$ cat src/rtl/multicycle_sequencer.sv
// Multi-cycle control sequencer: steps the shared 8-bit datapath through
// fetch/decode/exec/mem/writeback and runs a timed req/ack data-memory handshake.
module multicycle_sequencer #(
  parameter int MEM_TIMEOUT = 15
) (
  input  logic        clk,
  input  logic        reset,
  input  logic        run,
  input  logic        step,
  input  logic [15:0] instr,
  input  logic        flag_z,
  input  logic        mem_ack,
  output logic [15:0] ir,
  output logic        ir_en,
  output logic        pc_en,
  output logic        pc_sel,
  output logic        reg_we,
  output logic        mem_req,
  output logic        mem_we,
  output logic [2:0]  state,
  output logic        halted,
  output logic        err,
  output logic [15:0] retired
);

  typedef enum logic [2:0] {
    S_IDLE   = 3'd0,
    S_FETCH  = 3'd1,
    S_DECODE = 3'd2,
    S_EXEC   = 3'd3,
    S_MEM    = 3'd4,
    S_WB     = 3'd5,
    S_HALT   = 3'd6
  } state_t;

  // wait_cnt counts MEM cycles without ack; the last allowed cycle has this count
  localparam logic [3:0] LAST_WAIT = 4'(MEM_TIMEOUT - 1);

  state_t     cur;
  logic       single;
  logic [3:0] wait_cnt;

  logic   is_alu, is_load, is_store, is_beq, is_halt;
  logic   retire_now;
  state_t after_retire;

  assign is_alu   = (ir[15:13] <= 3'b100);
  assign is_load  = (ir[15:13] == 3'b101);
  assign is_store = (ir[15:13] == 3'b110);
  assign is_beq   = (ir[15:12] == 4'b1110);
  assign is_halt  = (ir[15:12] == 4'b1111);

  assign retire_now = ((cur == S_EXEC) && is_beq) ||
                      ((cur == S_MEM) && is_store && mem_ack) ||
                      (cur == S_WB);

  // A single-stepped instruction always falls back to IDLE, even if run rose meanwhile
  assign after_retire = (run && !single) ? S_FETCH : S_IDLE;

  assign state = cur;

  always_ff @(posedge clk) begin
    if (reset) begin
      cur      <= S_IDLE;
      ir       <= 16'h0000;
      retired  <= 16'h0000;
      err      <= 1'b0;
      halted   <= 1'b0;
      single   <= 1'b0;
      wait_cnt <= 4'd0;
    end else begin
      if (retire_now) begin
        retired <= retired + 16'd1;
        if (after_retire == S_IDLE) single <= 1'b0;
      end
      case (cur)
        S_IDLE: begin
          if (run) begin
            cur <= S_FETCH;
          end else if (step) begin
            cur    <= S_FETCH;
            single <= 1'b1;
          end
        end
        S_FETCH: begin
          ir  <= instr;
          cur <= S_DECODE;
        end
        S_DECODE: begin
          if (is_halt) begin
            cur    <= S_HALT;
            halted <= 1'b1;
          end else begin
            cur <= S_EXEC;
          end
        end
        S_EXEC: begin
          if (is_beq) begin
            cur <= after_retire;
          end else if (is_load || is_store) begin
            cur      <= S_MEM;
            wait_cnt <= 4'd0;
          end else begin
            cur <= S_WB;
          end
        end
        // An ack arriving on the final allowed cycle beats the timeout
        S_MEM: begin
          if (mem_ack) begin
            cur <= is_store ? after_retire : S_WB;
          end else if (wait_cnt == LAST_WAIT) begin
            cur    <= S_HALT;
            halted <= 1'b1;
            err    <= 1'b1;
          end else begin
            wait_cnt <= wait_cnt + 4'd1;
          end
        end
        S_WB: begin
          cur <= after_retire;
        end
        S_HALT: begin
          cur <= S_HALT;
        end
        default: begin
          cur    <= S_HALT;
          halted <= 1'b1;
          err    <= 1'b1;
        end
      endcase
    end
  end

  always_comb begin
    ir_en   = 1'b0;
    pc_en   = 1'b0;
    pc_sel  = 1'b0;
    reg_we  = 1'b0;
    mem_req = 1'b0;
    mem_we  = 1'b0;
    case (cur)
      S_FETCH: ir_en = 1'b1;
      S_EXEC: begin
        if (is_beq) begin
          pc_en  = 1'b1;
          pc_sel = flag_z;
        end
      end
      S_MEM: begin
        mem_req = 1'b1;
        mem_we  = is_store;
        pc_en   = is_store && mem_ack;
      end
      S_WB: begin
        reg_we = is_alu || is_load;
        pc_en  = 1'b1;
      end
      default: ;
    endcase
  end

endmodule

$ cat config.mk
export PLATFORM = sky130hd
export DESIGN_NAME = multicycle_sequencer
export DESIGN_NICKNAME = d
export VERILOG_FILES = /design/src/rtl/multicycle_sequencer.sv
export SDC_FILE = /design/constraint.sdc
export NUM_CORES = 1
export LEC_CHECK = 0
export ABC_CLOCK_PERIOD_IN_PS = 2200
export BUFFER_PORTS_ARGS = -buffer_cell sky130_fd_sc_hd__buf_4
export CORE_ASPECT_RATIO = 2
export CORE_MARGIN = 5
export CORE_UTILIZATION = 51
export CTS_CLUSTER_DIAMETER = 50
export DETAILED_ROUTE_END_ITERATION = 8
export PLACE_DENSITY = 0.79
export SKIP_LAST_GASP = 1
export SLEW_MARGIN = 10
export SYNTH_ARGS = -nofsm -noshare
export SYNTH_HDL_FRONTEND = slang
export SYNTH_SLANG_ARGS = --single-unit
$ cat constraint.sdc
create_clock -name clk -period 2.2 [get_ports clk]
set_input_delay 0.22 -clock clk [delete_from_list [all_inputs] [get_ports clk]]
set_output_delay 0.22 -clock clk [all_outputs]
set_load 0.005 [all_outputs]
# [Word level (Yosys, flattened, before mapping)]
# Cells that the tools add are included.
[totals] output_inout_bits=43 wordCells=83 input_bits=22 ff_bits=42
[classes] bitwise_logic=2 mux=33 n_eq_ne=19 magnitude_cmp=1 reduce_logical=19 add_sub_neg=2
[op_table] cell="2-to-1 mux 3 bit" n=7
[op_table] cell="case mux 3 bit (6 select lines)" n=1
[op_table] cell="2-to-1 mux 1 bit" n=17
[op_table] cell="adder 16 x 1 -> 16 bit (second input constant)" n=1
[op_table] cell="2-to-1 mux 4 bit" n=4
[op_table] cell="== test 3 bit (second input constant)" n=5
[op_table] cell="== test 4 bit (second input constant)" n=3
[op_table] cell="!= test 2 bit (second input constant)" n=4
[op_table] cell="case mux 4 bit (2 select lines)" n=1
[op_table] cell="== test 3 x 2 -> 1 bit (second input constant)" n=2
[op_table] cell="zero test 3 bit" n=2
[op_table] cell="case mux 1 bit (3 select lines)" n=2
[op_table] cell="OR reduction 6 bit" n=1
[op_table] cell="logical AND 1 bit" n=5
[op_table] cell="AND reduction 5 bit" n=1
[op_table] cell="OR reduction 5 bit" n=1
[op_table] cell="adder 4 x 1 -> 4 bit (second input constant)" n=1
[op_table] cell="logical OR 1 bit" n=4
[op_table] cell="!= test 2 x 1 -> 1 bit (second input constant)" n=2
[op_table] cell="AND reduction 4 bit" n=1
[op_table] cell="== test 3 x 1 -> 1 bit (second input constant)" n=1
[op_table] cell="less-or-equal comparator 3 bit (second input constant)" n=1
[op_table] cell="!= test 3 x 2 -> 1 bit (second input constant)" n=1
[op_table] cell="!= test 3 bit (second input constant)" n=1
[op_table] cell="other kinds (6)" n=7

# [Longest topological paths before layout]
[logic_depth] depth_word=9 depth_mapped=6 mapped_depth_nobuf=6

# [Least setup slack after synthesis]
# OpenSTA, ideal clock, no wires.
[synth_path] path_kind="reg-to-reg" startpoint="reg cur[2] (netlist: state[2])" endpoint="reg retired[10]" path_buffers=1 period_less_slack_ns=1.657 required_time_ns=2.077 setup_slack_ns=0.543 arrival_time_ns=1.534 setup_time_ns=0.123 path_stages_with_launch=6 path_cell_list="dfxtp_1 -> buf_2 -> and2b_1 -> o2111ai_4 -> a211oi_2 -> mux2_1"
[synth_via] elab_chain_cells=5 elab_cells_between_ends=8 classes_between="3 x eq/ne; 5 x reduce/logical"
[synth_rtl] item="start, declared" line_no="39" rtl="state_t cur;"
[synth_rtl] item="start signal, assigned" line_no="99" rtl="cur <= after_retire;"
[synth_rtl] item="start signal, assigned" line_no="110" rtl="cur <= is_store ? after_retire : S_WB;"
[synth_rtl] item="start signal, assigned" line_no="120" rtl="cur <= after_retire;"
[synth_rtl] item="== test 3 bit" line_no="54" rtl="((cur == S_MEM) && is_store && mem_ack) ||"
[synth_rtl] item="logical AND 1 bit (2 in series)" line_no="54"
[synth_rtl] item="logical OR 1 bit" line_no="53" rtl="assign retire_now = ((cur == S_EXEC) && is_beq) ||"
[synth_rtl] item="logical OR 1 bit *" line_no="54"
[synth_rtl] item="end signal, assigned" line_no="73" rtl="retired <= retired + 16'd1;"
[synth_rtl] item="end, declared" line_no="23" rtl="output logic [15:0] retired"
# Every way passes the cells marked *; elsewhere a longest branch is shown, timed or not.
# A chain may end at the register's enable or synchronous reset.

# [Worst setup path after layout]
[layout_path] startpoint="reg cur[2] (netlist: state[2])" endpoint="out mem_we"
[layout_via] elab_chain_cells=2
[layout_rtl] item="== test 3 bit" line_no="141" rtl="case (cur)"
[layout_rtl] item="2-to-1 mux 1 bit" line_no="141"
[layout_rtl] item="end, declared" line_no="19" rtl="output logic mem_we,"
# No other way between the ends.

==> results summary <==
The sum of internal, switching and leakage power is roughly 0.0018 W. The leakage power of the design is ~1.2 nW. The core box area is roughly 4100 um^2. The initial core utilization is a little over half. Ranked by instance count, the synthesized netlist is headed by 42 x sky130_fd_sc_hd__dfxtp_1, 41 x sky130_fd_sc_hd__nand2_1, 29 x sky130_fd_sc_hd__a21oi_1, 19 x sky130_fd_sc_hd__nor2_1. The count of hold buffers inserted by post-cts repair is 0.

The count of pins on the block boundary came out at 65. The number of synthesized flops with an enable pin came out at 0. The critical path goes through or3b_1 > nor3_1 > buf_4.

The initial antenna violation count is 0. The placed wire-length estimate after detailed placement came out at between 4000 and 5000 um. The count of buffer and inverter cells on the critical path is 1. The post-CTS setup buffer count came out at 0. Data arrives at the worst endpoint at 1.69 ns. The net count of the mapped netlist came out at around 290. For the worst setup path, the data required time is roughly 2.0 ns. The maximum root-to-sink buffer count came out at 2.

The total via count in the routed design came out at around 2.1k. The number of hold violations in the final report is 0. The worst setup path is launched from a flip-flop. Derived from the worst setup path, the maximum achievable clock frequency is 523.2 MHz. The biggest area consumer among synthesized cells is sky130_fd_sc_hd__dfxtp_1. The worst-case vdd ir drop came out at 0.6295 mV. After detailed routing, the total wire length is 5482 um.

The worst register-to-register path has a depth of 4. For the final routed database, the setup TNS stands at 0 ns. The horizontal die dimension came out at around 56 um. The area growth from synthesis to final layout came out at 27.22%. The number of nets still failing antenna checks after routing is 0.

The worst hold path begins at step. The placement row count came out at 33. The critical path is of the flip-flop to output pin type.

The overall fraction of global-route tracks in use came out at between 10% and 20%. In this run the tightest slew margin relative to its limit is 62.87%. The number of warnings reported in the yosys synthesis log is 0. The number of global-route vias before repair is 2,049. The tightest min-delay check is of the primary input to flip-flop type. The die outline height came out at approximately 100 um. The max-capacitance violation count came out at 0. After the first detailed-routing iteration, the DRC count stood at 38. The gate count after technology mapping came out at about 260.

The highest-delay cell along the critical path is sky130_fd_sc_hd__dfxtp_1. The overflow left after global routing is 0. The endpoint identified for the worst register-to-register timing path is retired[11]. The total power per unit cell area came out at roughly 660 nW/um^2. The post-detailed-route wirelength per cell came out at 14.74 um. 0 antenna diodes ended up in the layout. The path with the worst hold slack has its endpoint at single.

TritonCTS built the clock tree. The remaining design rule violation count is 0. The startpoint identified for the worst register-to-register timing path is ir[13]. The post-route netlist has about a quarter of its cells at a drive strength greater than 1. The share of the synthesized area in the top cell type is approximately 39%. The weighted congestion reported at the end of routability-driven placement is 0.8383. The total setup violations reported at the end of the flow is 0. Yosys instantiated no cell more often than sky130_fd_sc_hd__dfxtp_1.

The worst setup path is captured at an output pin. The cell at the root of the clock tree is sky130_fd_sc_hd__clkbuf_8. In this run the worst path has a maximum fanout of 13.

Counting every sink on the clock net gives 42. The transition time of the tightest slew-check pin came out at roughly 0.56 ns. The final net count is roughly 350. The biggest cell delay along the critical path came out at about 0.53 ns. The cell depth of the worst min-delay path came out at 3. The TritonCTS buffer count came out at 5. The run finished with clean final reports. The insertion delay to the later sink of the worst-skew pair came out at between 0.2 and 0.3 ns. Setup repair after global routing left no endpoint under its margin. The maximum number of pins on one net before global-route repair is 57. For this run, the register share of the synthesized area comes to a little under 40%. The wire length of the first global-routing pass is between 8000 and 9000 um. The first TritonRoute pass finished after 7 iterations.

The die footprint came out at 5706 um^2. The standard cell area after detailed placement is 2660 um^2. For the finished layout, the period the worst path requires is 1.911 ns. The synthesized area per cell came out at about 8.3 um^2. Counting flops and latches in the post-synthesis netlist gives 42. The final-report max-slew violation count came to 0. The internal reg-to-reg setup slack came out at between 0.3 and 0.4 ns. The worst path uses between 80 and 90% of the clock period. The post-synthesis async set-or-reset flop share is 0%. The final design instance area without fill is ~2700 um^2. In this run, distinct cell masters in the synthesized netlist total 50. CTS built an H-tree with a depth of 2. The cell family contributing the most delay on the critical path is simple AND/OR/NAND/NOR gates. By area the synthesized netlist is led by sky130_fd_sc_hd__dfxtp_1 39%, sky130_fd_sc_hd__nand2_1 7.1%, sky130_fd_sc_hd__mux2_1 6.8%.

The mapped netlist covers ~2200 um^2. Using the TritonRoute via totals, the vias-per-cell ratio works out to ~5.7. The cell count after placement is 366. The clock-pin slew of the registers on the worst-case setup and hold paths is about 0.07 ns. The count of non-filler cells in the finished layout came out at approximately 370. Once the clock tree was built, the resizer swapped 0 gates to a different size. The predominant post-synthesis flop cell is sky130_fd_sc_hd__dfxtp_1. The maximum clock skew at final layout is between 0.008 and 0.009 ns.

The total of buffers placed on input and output ports came out at 64.
-- cells by family (layout without fill, tap and decap cells) --
| logic type | after synthesis | in the layout | share of synthesized area [%] |
|---|---|---|---|
| XOR/XNOR | 1 | 1 | 0.4063 |
| AO/OA/AOI/OAI | 64 | 64 | 20.14 |
| adder cells (fa/ha/maj) | 3 | 3 | 1.741 |
| AND/OR/NAND/NOR | 116 | 116 | 27.34 |
| buffers and inverters | 22 | 81 | 4.585 |
| flip-flops | 42 | 42 | 39.00 |
| multiplexers | 13 | 13 | 6.790 |
-- per-layer routing --
layer	track usage (%)	wire, um	up-vias
li1	-	-	1042
met1	17.95	1989	984
met2	38.50	2978	69
met3	5.057	362	12
met4	8.775	151	0
met5	0	0	-
-- registers in the layout (all words and copies together), names as in the netlist --
name	count
ir	16
retired	16
single	1
halted	1
state	3
err	1
wait_cnt	4
-- metrics by stage --
step / hold slack (ns) / setup WS, ns / utilization (%)
after detailed placement: 0.4498 / 0.3669 / 65.08
after global placement: 0.4390 / 0.4184 / 65.08
after floorplan: 0.3560 / 0.5428 / -
final: 0.1675 / 0.2885 / 67.10
after global routing: 0.1817 / 0.1764 / 67.10
after CTS: 0.1599 / 0.2792 / 67.10
-- layout by cell type (no fill, tap or decap), types with 5 or more instances in the layout --
cell type	netlist	final
sky130_fd_sc_hd__mux2_1	13	13
sky130_fd_sc_hd__a21oi_1	29	29
sky130_fd_sc_hd__and3_1	6	6
sky130_fd_sc_hd__nor2_1	19	19
sky130_fd_sc_hd__clkbuf_8	0	6
sky130_fd_sc_hd__inv_1	5	5
sky130_fd_sc_hd__a21o_1	5	5
sky130_fd_sc_hd__dfxtp_1	42	42
sky130_fd_sc_hd__buf_4	0	68
sky130_fd_sc_hd__nand2_1	41	41
sky130_fd_sc_hd__nand3_1	12	12
sky130_fd_sc_hd__nor2b_1	13	13
-- tightest hold or removal path, stage by stage --
cell                      delay [ns]
sky130_fd_sc_hd__buf_4          0.09
sky130_fd_sc_hd__a32oi_1        0.05
sky130_fd_sc_hd__nor2_1         0.07
-- final cells by class --
type / count / area, um^2
fill: 368 / 1345
sequential: 42 / 840.8
timing repair buffer: 68 / 510.5
tap: 52 / 65.06
clock buffer: 6 / 82.58
inverter: 7 / 27.53
multi-input combinational: 197 / 1216
-- worst max path at each step --
stage                   from           to  slack [ns]  cells after the start
finish              state[2]       mem_we        0.29                      3
global route        state[1]        ir_en        0.18                      4
CTS                 state[2]       mem_we        0.28                      3
detailed placement    ir[13]  retired[11]        0.37                      4
global placement      ir[13]  retired[15]        0.42                      4
floorplan           state[2]  retired[10]        0.54                      5
-- where the power goes --
group,switching (W),internal [W]
Sequential,0.0000650,0.000823
Clock,0.000250,0.000242
Combinational,0.000230,0.000208
Total,0.000545,0.00127
Note: power is estimated with default switching activity, not from simulation.
